**src/rtl/div_if.sv**
```systemverilog
// Request/response bundle between the exe stage and the iterative divider.
interface div_if #(
    parameter int unsigned DATA_WIDTH = 32
) ();

    logic                  start_i;
    logic                  signed_i;
    logic                  rem_i;
    logic [DATA_WIDTH-1:0] dividend_i;
    logic [DATA_WIDTH-1:0] divisor_i;
    logic                  annul_i;
    logic                  busy_o;
    logic                  done_o;
    logic [DATA_WIDTH-1:0] result_o;

    // exe side: issues requests, watches the stall and result
    modport master (
        output start_i,
        output signed_i,
        output rem_i,
        output dividend_i,
        output divisor_i,
        output annul_i,
        input  busy_o,
        input  done_o,
        input  result_o
    );

    // divider side
    modport slave (
        input  start_i,
        input  signed_i,
        input  rem_i,
        input  dividend_i,
        input  divisor_i,
        input  annul_i,
        output busy_o,
        output done_o,
        output result_o
    );

endinterface

```
**src/rtl/div_unit.sv**
```systemverilog
// Iterative radix-2 restoring divider for RV32M DIV/DIVU/REM/REMU.
// One quotient bit per cycle; divide-by-zero and signed overflow bypass the loop.
module div_unit #(
    parameter int unsigned DATA_WIDTH = 32
) (
    input logic   clk_i,
    input logic   rst_i,
    div_if.slave  bus
);

    localparam int unsigned W     = DATA_WIDTH;
    localparam int unsigned CNT_W = $clog2(DATA_WIDTH) + 1;

    typedef enum logic [1:0] {
        IDLE = 2'd0,
        CALC = 2'd1,
        FIX  = 2'd2
    } state_e;

    state_e           state_q;
    logic [CNT_W-1:0] cnt_q;
    logic [W-1:0]     rem_q;
    logic [W-1:0]     quo_q;
    logic [W-1:0]     dvsr_q;
    logic [W-1:0]     result_q;
    logic             done_q;
    logic             neg_quo_q;
    logic             neg_rem_q;
    logic             rem_sel_q;
    logic             div0_q;
    logic             ovf_q;

    logic             accept_c;
    logic             dvd_neg_c;
    logic             dvs_neg_c;
    logic [W-1:0]     dvd_mag_c;
    logic [W-1:0]     dvs_mag_c;
    logic             div0_c;
    logic             ovf_c;
    logic [W:0]       shifted_c;
    logic [W:0]       trial_c;
    logic [W-1:0]     rem_d;
    logic [W-1:0]     quo_d;
    logic [W-1:0]     quo_fix_c;
    logic [W-1:0]     rem_fix_c;
    logic [W-1:0]     result_d;

    // Acceptance is blocked during the done cycle so a still-held start does not re-trigger
    assign accept_c = (state_q == IDLE) && bus.start_i && !bus.annul_i && !done_q;

    assign bus.busy_o   = accept_c || (state_q == CALC) || (state_q == FIX);
    assign bus.done_o   = done_q;
    assign bus.result_o = result_q;

    // Operand classification and magnitudes
    always_comb begin
        dvd_neg_c = bus.signed_i && bus.dividend_i[W-1];
        dvs_neg_c = bus.signed_i && bus.divisor_i[W-1];
        dvd_mag_c = dvd_neg_c ? (~bus.dividend_i + W'(1)) : bus.dividend_i;
        dvs_mag_c = dvs_neg_c ? (~bus.divisor_i + W'(1)) : bus.divisor_i;
        div0_c    = (bus.divisor_i == '0);
        ovf_c     = bus.signed_i
                    && (bus.dividend_i == {1'b1, {(W-1){1'b0}}})
                    && (bus.divisor_i == '1);
    end

    // One restoring step; rem < divisor keeps the trial within W+1 signed bits
    always_comb begin
        shifted_c = {rem_q, quo_q[W-1]};
        trial_c   = shifted_c - {1'b0, dvsr_q};
        rem_d     = trial_c[W] ? shifted_c[W-1:0] : trial_c[W-1:0];
        quo_d     = {quo_q[W-2:0], ~trial_c[W]};
    end

    // Sign correction and special-case selection; in the fast path quo_q holds the raw dividend
    always_comb begin
        quo_fix_c = neg_quo_q ? (~quo_q + W'(1)) : quo_q;
        rem_fix_c = neg_rem_q ? (~rem_q + W'(1)) : rem_q;
        result_d  = rem_sel_q ? rem_fix_c : quo_fix_c;
        if (div0_q) begin
            result_d = rem_sel_q ? quo_q : '1;
        end else if (ovf_q) begin
            result_d = rem_sel_q ? '0 : {1'b1, {(W-1){1'b0}}};
        end
    end

    always_ff @(posedge clk_i) begin
        if (!rst_i) begin
            state_q   <= IDLE;
            cnt_q     <= '0;
            rem_q     <= '0;
            quo_q     <= '0;
            dvsr_q    <= '0;
            result_q  <= '0;
            done_q    <= 1'b0;
            neg_quo_q <= 1'b0;
            neg_rem_q <= 1'b0;
            rem_sel_q <= 1'b0;
            div0_q    <= 1'b0;
            ovf_q     <= 1'b0;
        end else begin
            done_q <= 1'b0;
            case (state_q)
                IDLE: begin
                    if (accept_c) begin
                        rem_sel_q <= bus.rem_i;
                        neg_quo_q <= dvd_neg_c ^ dvs_neg_c;
                        neg_rem_q <= dvd_neg_c;
                        div0_q    <= div0_c;
                        ovf_q     <= ovf_c;
                        if (div0_c || ovf_c) begin
                            quo_q   <= bus.dividend_i;
                            state_q <= FIX;
                        end else begin
                            rem_q   <= '0;
                            quo_q   <= dvd_mag_c;
                            dvsr_q  <= dvs_mag_c;
                            cnt_q   <= CNT_W'(W);
                            state_q <= CALC;
                        end
                    end
                end
                CALC: begin
                    if (bus.annul_i) begin
                        state_q <= IDLE;
                    end else begin
                        rem_q <= rem_d;
                        quo_q <= quo_d;
                        cnt_q <= cnt_q - CNT_W'(1);
                        if (cnt_q == CNT_W'(1)) begin
                            state_q <= FIX;
                        end
                    end
                end
                FIX: begin
                    state_q <= IDLE;
                    if (!bus.annul_i) begin
                        result_q <= result_d;
                        done_q   <= 1'b1;
                    end
                end
                default: begin
                    state_q <= IDLE;
                end
            endcase
        end
    end

endmodule

```
**src/flat_wrapper.sv**
```systemverilog
// flat-port wrapper written by rule: the top's interface ports become plain ports
module div_unit_flat 
#(
    parameter int unsigned DATA_WIDTH = 32
)
  (clk_i, rst_i, bus_start_i, bus_signed_i, bus_rem_i, bus_dividend_i, bus_divisor_i, bus_annul_i, bus_busy_o, bus_done_o, bus_result_o);
  div_if #(.DATA_WIDTH(DATA_WIDTH)) bus_i ();
  input logic clk_i;
  input logic rst_i;
  input wire logic [$bits(bus_i.start_i)-1:0] bus_start_i;
  input wire logic [$bits(bus_i.signed_i)-1:0] bus_signed_i;
  input wire logic [$bits(bus_i.rem_i)-1:0] bus_rem_i;
  input wire logic [$bits(bus_i.dividend_i)-1:0] bus_dividend_i;
  input wire logic [$bits(bus_i.divisor_i)-1:0] bus_divisor_i;
  input wire logic [$bits(bus_i.annul_i)-1:0] bus_annul_i;
  output wire logic [$bits(bus_i.busy_o)-1:0] bus_busy_o;
  output wire logic [$bits(bus_i.done_o)-1:0] bus_done_o;
  output wire logic [$bits(bus_i.result_o)-1:0] bus_result_o;
  assign bus_i.start_i = bus_start_i;
  assign bus_i.signed_i = bus_signed_i;
  assign bus_i.rem_i = bus_rem_i;
  assign bus_i.dividend_i = bus_dividend_i;
  assign bus_i.divisor_i = bus_divisor_i;
  assign bus_i.annul_i = bus_annul_i;
  assign bus_busy_o = bus_i.busy_o;
  assign bus_done_o = bus_i.done_o;
  assign bus_result_o = bus_i.result_o;
  div_unit #(.DATA_WIDTH(DATA_WIDTH)) u_core (.clk_i(clk_i), .rst_i(rst_i), .bus(bus_i));
endmodule
```
**config.mk**
```make
export PLATFORM = sky130hd
export DESIGN_NAME = div_unit_flat
export DESIGN_NICKNAME = d
export VERILOG_FILES = /design/src/rtl/div_if.sv /design/src/rtl/div_unit.sv /design/src/flat_wrapper.sv
export SDC_FILE = /design/constraint.sdc
export NUM_CORES = 1
export LEC_CHECK = 0
export BUFFER_PORTS_ARGS = -buffer_cell sky130_fd_sc_hd__buf_4
export CAP_MARGIN = 5
export CORE_ASPECT_RATIO = 0.6
export CORE_MARGIN = 4
export CORE_UTILIZATION = 40
export DETAILED_ROUTE_END_ITERATION = 10
export PLACE_DENSITY = 0.56
export SLEW_MARGIN = 30
export SYNTH_ARGS = -nofsm -noshare
export SYNTH_HDL_FRONTEND = slang
export SYNTH_SLANG_ARGS = --single-unit
```
**constraint.sdc**
```tcl
create_clock -name clk_i -period 3.8 [get_ports clk_i]
set_input_delay 0.19 -clock clk_i [delete_from_list [all_inputs] [get_ports clk_i]]
set_output_delay 0.19 -clock clk_i [all_outputs]
set_load 0.005 [all_outputs]
```
Yosys cells after proc, flatten, opt, wreduce, memory -nomap -nowiden
Index checks and enable logic that the tools add are counted.
- memories kept: 0
- memory bits (writable): 0
- output and inout port bits: 34
- memory bits (read-only): 0
- latch bits: 0
- input bits: 70
- register bits after elaboration: 142
- word-level logic and storage cells: 85
- bitwise gates (word level): 8
- multipliers: 0
- $lt $le $gt $ge: 0
- div/mod/pow operators: 0
- reduce and logical (&&, ||, !) cells: 22
- equal/unequal tests: 9
- mux-type cells: 28
- shifts and indexed selects: 0
- $add $sub $neg: 6
- operators by type and width (kind ; count):
    two-way mux 32 bit ; 16
    adder 32 x 1 -> 32 bit (second input constant) ; 4
    NOT 32 bit ; 4
    case mux 32 bit (2 select lines) ; 2
    == test 32 bit (second input constant) ; 2
    subtractor 33 x 32 -> 33 bit ; 1
    logical NOT 32 bit ; 1
    two-way mux 6 bit ; 3
    case mux 6 bit (2 select lines) ; 1
    two-way mux 2 bit ; 4
    AND reduction 2 bit ; 4
    logical AND 1 bit ; 7
    == test 6 x 1 -> 1 bit (second input constant) ; 1
    AND reduction 3 bit ; 2
    subtractor 6 x 1 -> 6 bit (second input constant) ; 1
    inequality test 2 bit (second input constant) ; 2
    case mux 2 bit (2 select lines) ; 1
    AND reduction 4 bit ; 1
    logical OR 1 bit ; 3
    inequality test 3 bit (second input constant) ; 1
    NOT 1 bit ; 3
    == test 2 x 1 -> 1 bit (second input constant) ; 1
    == test 2 bit (second input constant) ; 1
    logical NOT 1 bit ; 2
    other kinds (5) ; 5

Longest topological paths before layout
- depth after elaboration: 7
- depth in mapped cells: 14
- mapped depth without buffers: 13

Worst setup path before layout
OpenSTA, ideal clock, no wires.
- kind: register -> register
- from: register u_core.rem_q[18]
- to: register u_core.rem_q[8]
- period minus slack after synthesis: 3.049 ns
- path slack: 0.751 ns
- cell stages (with the launch flop): 13
- arrival time: 2.917 ns
- data required time: 3.668 ns
- buffers on the path: 2
- setup time: 0.132 ns
- cells stage by stage: dfxtp_1 ha_1 clkbuf_1 a21o_1 a21oi_1 a31oi_1 a31o_2 a21o_1 a221o_1 xnor2_1 clkbuf_1 mux2i_1 o21ai_0
- word-level cells in the longest chain between the ends: 4
- RTL lines (item ; RTL line ; RTL):
    from (decl) ; div_unit.sv:22 ; logic [W-1:0] rem_q;
    from (signal assigned) ; div_unit.sv:127 ; rem_q <= rem_d;
    subtractor 33 x 32 -> 33 bit ; div_unit.sv:70 ; trial_c = shifted_c - {1'b0, dvsr_q};
    two-way mux 32 bit ; div_unit.sv:71 ; rem_d = trial_c[W] ? shifted_c[W-1:0] : trial_c[W-1:0];
    two-way mux 32 bit ; div_unit.sv:124 ; if (bus.annul_i) begin
    case mux 32 bit (2 select lines) ; div_unit.sv:103 ; case (state_q)
Every way passes these cells. The select of a mux whose other input is x is not followed.
A chain may end at the register's enable or synchronous reset.

Final worst setup path
- from: register u_core.rem_q[8]
- to: register u_core.result_q[26], in the netlist u_core.bus.result_o[26]
- word-level cells in the longest chain between the ends: 6
- RTL lines (item ; RTL line ; RTL):
    NOT 32 bit ; div_unit.sv:78 ; rem_fix_c = neg_rem_q ? (~rem_q + W'(1)) : rem_q;
    adder 32 x 1 -> 32 bit ; div_unit.sv:78 ;
    two-way mux 32 bit ; div_unit.sv:78 ;
    two-way mux 32 bit ; div_unit.sv:79 ; result_d = rem_sel_q ? rem_fix_c : quo_fix_c;
    two-way mux 32 bit ; div_unit.sv:82 ; end else if (ovf_q) begin
    two-way mux 32 bit ; div_unit.sv:80 ; if (div0_q) begin
    to (signal assigned) ; div_unit.sv:138 ; result_q <= result_d;
    to (decl) ; div_unit.sv:25 ; logic [W-1:0] result_q;
Every way passes these cells.

==> impl_results.md <==
* Result of the run: finished, final reports clean
* Classification of the worst setup path: reg2reg
* Worst-skew pair later-pin latency at 0.44 ns
* Root buf cell: sky130_fd_sc_hd__clkbuf_16
* Standard cell core area at 26500 um2
* Layer with the highest usage after global routing: met1
* DPL Wire Length at 28800 um
* Worst clock skew on the final layout at 0.00985 ns
* Crit Path Max Fanout at 7
* Leakage power figure at 5.37 nW
* Std-Cell Rows at 46
* CTS tree: done
* Critical Path Start Type: flop
* Maximum number of pins on one net before global-route repair at 66
* Final worst-path cycle share at 0.907
* Fin nets at 1643
* Met3 Use GR at 0.0807
* Post-Synthesis Cells at 1453
* Inserted Clock Buffers at 17
* Total area of multi-input combinational cells at 7350 um2
* Worst-case setup margin in the final layout at 0.355 ns
* Maximum clock path buffer count at 2
* Residual overflow from global routing at 0
* Number of nets with antenna violations after routing at 0
* Register clock-pin slew on the reported worst setup and hold paths at 0.06 ns
* Cell type of the slowest stage on the worst timing path: sky130_fd_sc_hd__a222oi_1
* CP Cell Sequence: buf_4 > or4_1 > nor4_1 > nand2b_1 > nor3_1 > nand4_1 > o21ai_0 > xnor2_1 > a222oi_1 > a21oi_1
* Cell taking the most area after synthesis: sky130_fd_sc_hd__dfxtp_1
* Count of flip-flops with a built-in enable after synthesis at 0
* Count of distinct cell types in the synthesized netlist at 70
* Total of cells resized after clock tree synthesis at 0
* H-Tree Level Count at 4
* Total number of vias at 10900
* Total GRT Usage at 0.250
* Proportion of layout cells with a drive suffix above 1 at 0.144
* Worst hold path endpoint: u_core.rem_sel_q
* VDD IR max at 335 uV
* Fillcell total at 2677
* # diodes at 0
* F_max at 290 MHz
* Register-to-register setup slack at 0.35 ns
* Leading post-synthesis cells by cell area: sky130_fd_sc_hd__dfxtp_1 26%, sky130_fd_sc_hd__xor2_1 6.6%, sky130_fd_sc_hd__nand2_1 6.3%
* Drt first-iter violations at 1211
* Areal power density over the cells at 351 nW/um2
* Ratio of routed vias to standard cells at 5.74
* Die Wd at 220 um
* GRT met2 Usage at 0.304
* Met1 Resource Use GR at 0.414
* Worst flop-to-flop path startpoint: u_core.rem_q[8]
* Most common cell in the synthesized netlist: sky130_fd_sc_hd__nand2_1
* Final Wtd Congestion at 0.940
* Via count of the first global-routing pass at 9675
* Worst min path class: in2reg
* Setup tns final at 0 ns
* YS warnings at 0
* Beginning of the worst hold path: bus_rem_i
* Proportion of synthesized chip area in sequential cells at 0.264
* Main synth FF type: sky130_fd_sc_hd__dfxtp_1
* Shortest clock period the worst path allows after layout at 3.45 ns
* RR Endpoint: u_core.bus.result_o[26]
* Antenna violations before repair at 0
* First-pass GRT wire length at 57300 um
* CP Capture Type: flop
* Synth top area share at 0.264
* Total length of routed wires at 37400 um
* Post-detailed-route wirelength per cell at 19.6 um
* Number of failing hold endpoints at the final stage at 0
* Number of buffers inserted by post-CTS setup repair at 0
* Number of max-slew violations in the final report at 0
* Final setup viols at 0
* Required time at the endpoint of the critical path at 4.10 ns
* Unrepaired setup endpoints after global routing: false
* Maximum single-stage delay on the critical path at 0.65 ns
* Router iterations before antenna repair at 6
* Sequential cell area at 2840 um2
* Number of max-capacitance violations reported at 0
* Chip Height at 135 um
* Mapped Avg Cell Area at 7.41 um2
* Most frequent cells after synthesis: 181 x sky130_fd_sc_hd__nand2_1, 142 x sky130_fd_sc_hd__dfxtp_1, 132 x sky130_fd_sc_hd__o21ai_0
* Initial Util at 0.407
* Num ports at 104
* CTS Sinks at 142
* Port Buf Inserts at 103
* Area Overhead vs Synth at 18.3%
* Nets in the synthesized netlist at 1563
* Data arrival time of the critical path at 3.74 ns
* Ys async rst share at 0
* Worst Setup Slack post-DPL at 0.382 ns
* Register bit count reported by yosys at 142
* Hold Path Stages at 3
* Area enclosed by the die boundary at 29700 um2
* Normalized max-slew margin at 0.378
* FF-to-FF path depth at 10
* Final routed DRC violation total at 0
* Post-synthesis instance area at 10800 um2
* Number of buffers inserted for hold repair after clock tree synthesis at 0
* Least-Margin Pin Slew at 0.932 ns
-- registers in the layout, indices dropped and copies added (netlist names) --
register / flops
u_core.rem_q: 32
u_core.bus.done_o: 1
u_core.neg_rem_q: 1
u_core.state_q: 2
u_core.ovf_q: 1
u_core.div0_q: 1
u_core.neg_quo_q: 1
u_core.cnt_q: 6
u_core.rem_sel_q: 1
u_core.bus.result_o: 32
u_core.quo_q: 32
u_core.dvsr_q: 32
-- worst max-delay path: cells and delay by family (launching register included) --
family	cells	cell delay, ns
xor gates and xnor gates	1	0.09
AOI/OAI and AO/OA	3	1.03
and+or+nand+nor	5	1.67
DFF	1	0.32
buffers and inverters	1	0.16
-- report_power, final --
group          leakage [nW]  switching, mW  internal (mW)
Sequential             1.16         0.0746           1.55
Clock                 0.312          0.692           1.17
Combinational          3.90          0.598          0.393
Total                  5.37           1.36           3.11
-- cell families after synthesis --
logic type / Yosys count / synth area share
flops: 142 / 0.264
buf+inv: 154 / 0.0577
compound gates: 454 / 0.269
fa+ha+maj: 40 / 0.0472
xor+xnor: 146 / 0.119
simple gates: 500 / 0.228
mux: 17 / 0.0160
-- how the worst max path moves through the flow --
stage                      from                       to  slack (ns)  cells past startpoint
5_1_grt         u_core.rem_q[0]         u_core.rem_q[31]        0.09                     13
6_report        u_core.rem_q[8]  u_core.bus.result_o[26]        0.35                     10
2_1_floorplan  u_core.rem_q[18]          u_core.rem_q[8]        0.75                     12
4_1_cts        u_core.quo_q[31]         u_core.rem_q[31]        0.33                     14
3_3_place_gp   u_core.quo_q[31]         u_core.rem_q[31]        0.48                     14
3_5_place_dp   u_core.quo_q[31]         u_core.rem_q[31]        0.38                     14
-- routing by layer --
metal,part of all wire,wire length [um]
met1,0.53,19700
met2,0.36,13400
met3,0.10,3870
met4,0.011,428
met5,0,0
-- cells in the final DEF, fill, tap and decap left out, types with 6 or more instances in the layout --
cell type	instances
sky130_fd_sc_hd__o21ai_1	25
sky130_fd_sc_hd__o31ai_1	31
sky130_fd_sc_hd__nor2_1	93
sky130_fd_sc_hd__a211oi_1	7
sky130_fd_sc_hd__ha_1	39
sky130_fd_sc_hd__o21ai_0	131
sky130_fd_sc_hd__a21oi_1	101
sky130_fd_sc_hd__a21boi_0	10
sky130_fd_sc_hd__o22ai_1	16
sky130_fd_sc_hd__nand2b_1	28
sky130_fd_sc_hd__o41ai_1	17
sky130_fd_sc_hd__clkbuf_16	17
sky130_fd_sc_hd__nand3_1	42
sky130_fd_sc_hd__a31oi_1	15
sky130_fd_sc_hd__or3_1	15
sky130_fd_sc_hd__nor4_1	13
sky130_fd_sc_hd__nand4_1	18
sky130_fd_sc_hd__dfxtp_1	141
sky130_fd_sc_hd__inv_1	56
sky130_fd_sc_hd__xnor2_1	64
sky130_fd_sc_hd__a21o_1	12
sky130_fd_sc_hd__buf_4	156
sky130_fd_sc_hd__a221oi_1	8
sky130_fd_sc_hd__nand2_1	181
sky130_fd_sc_hd__nor3_1	24
sky130_fd_sc_hd__xor2_1	81
sky130_fd_sc_hd__mux2i_1	15
sky130_fd_sc_hd__o211a_1	30
sky130_fd_sc_hd__nor2b_1	21
sky130_fd_sc_hd__or4_1	12
sky130_fd_sc_hd__and2_1	16
sky130_fd_sc_hd__o211ai_1	6
-- final cells by class --
cell class / instances / share of cell area
Clock inverter: 10 / 0.0125
Sequential cell: 142 / 0.223
Clock buffer: 22 / 0.0380
Tap cell: 360 / 0.0354
Timing Repair Buffer: 159 / 0.0972
Multi-Input combinational cell: 1157 / 0.577
Inverter: 56 / 0.0165
-- metrics by stage --
step	hold slack, ns	util	total power, mW	instance area, um2	instances
after floorplan	0.335	-	2.26	10800	1453
after global placement	0.449	0.456	2.61	12100	1873
after detailed placement	0.451	0.456	2.62	12100	1873
after CTS	0.0271	0.480	4.47	12700	1905
after global routing	0.0331	0.481	4.67	12700	1906
final	0.0385	0.481	4.48	12700	1906
Power figures use the tool's default switching activity.
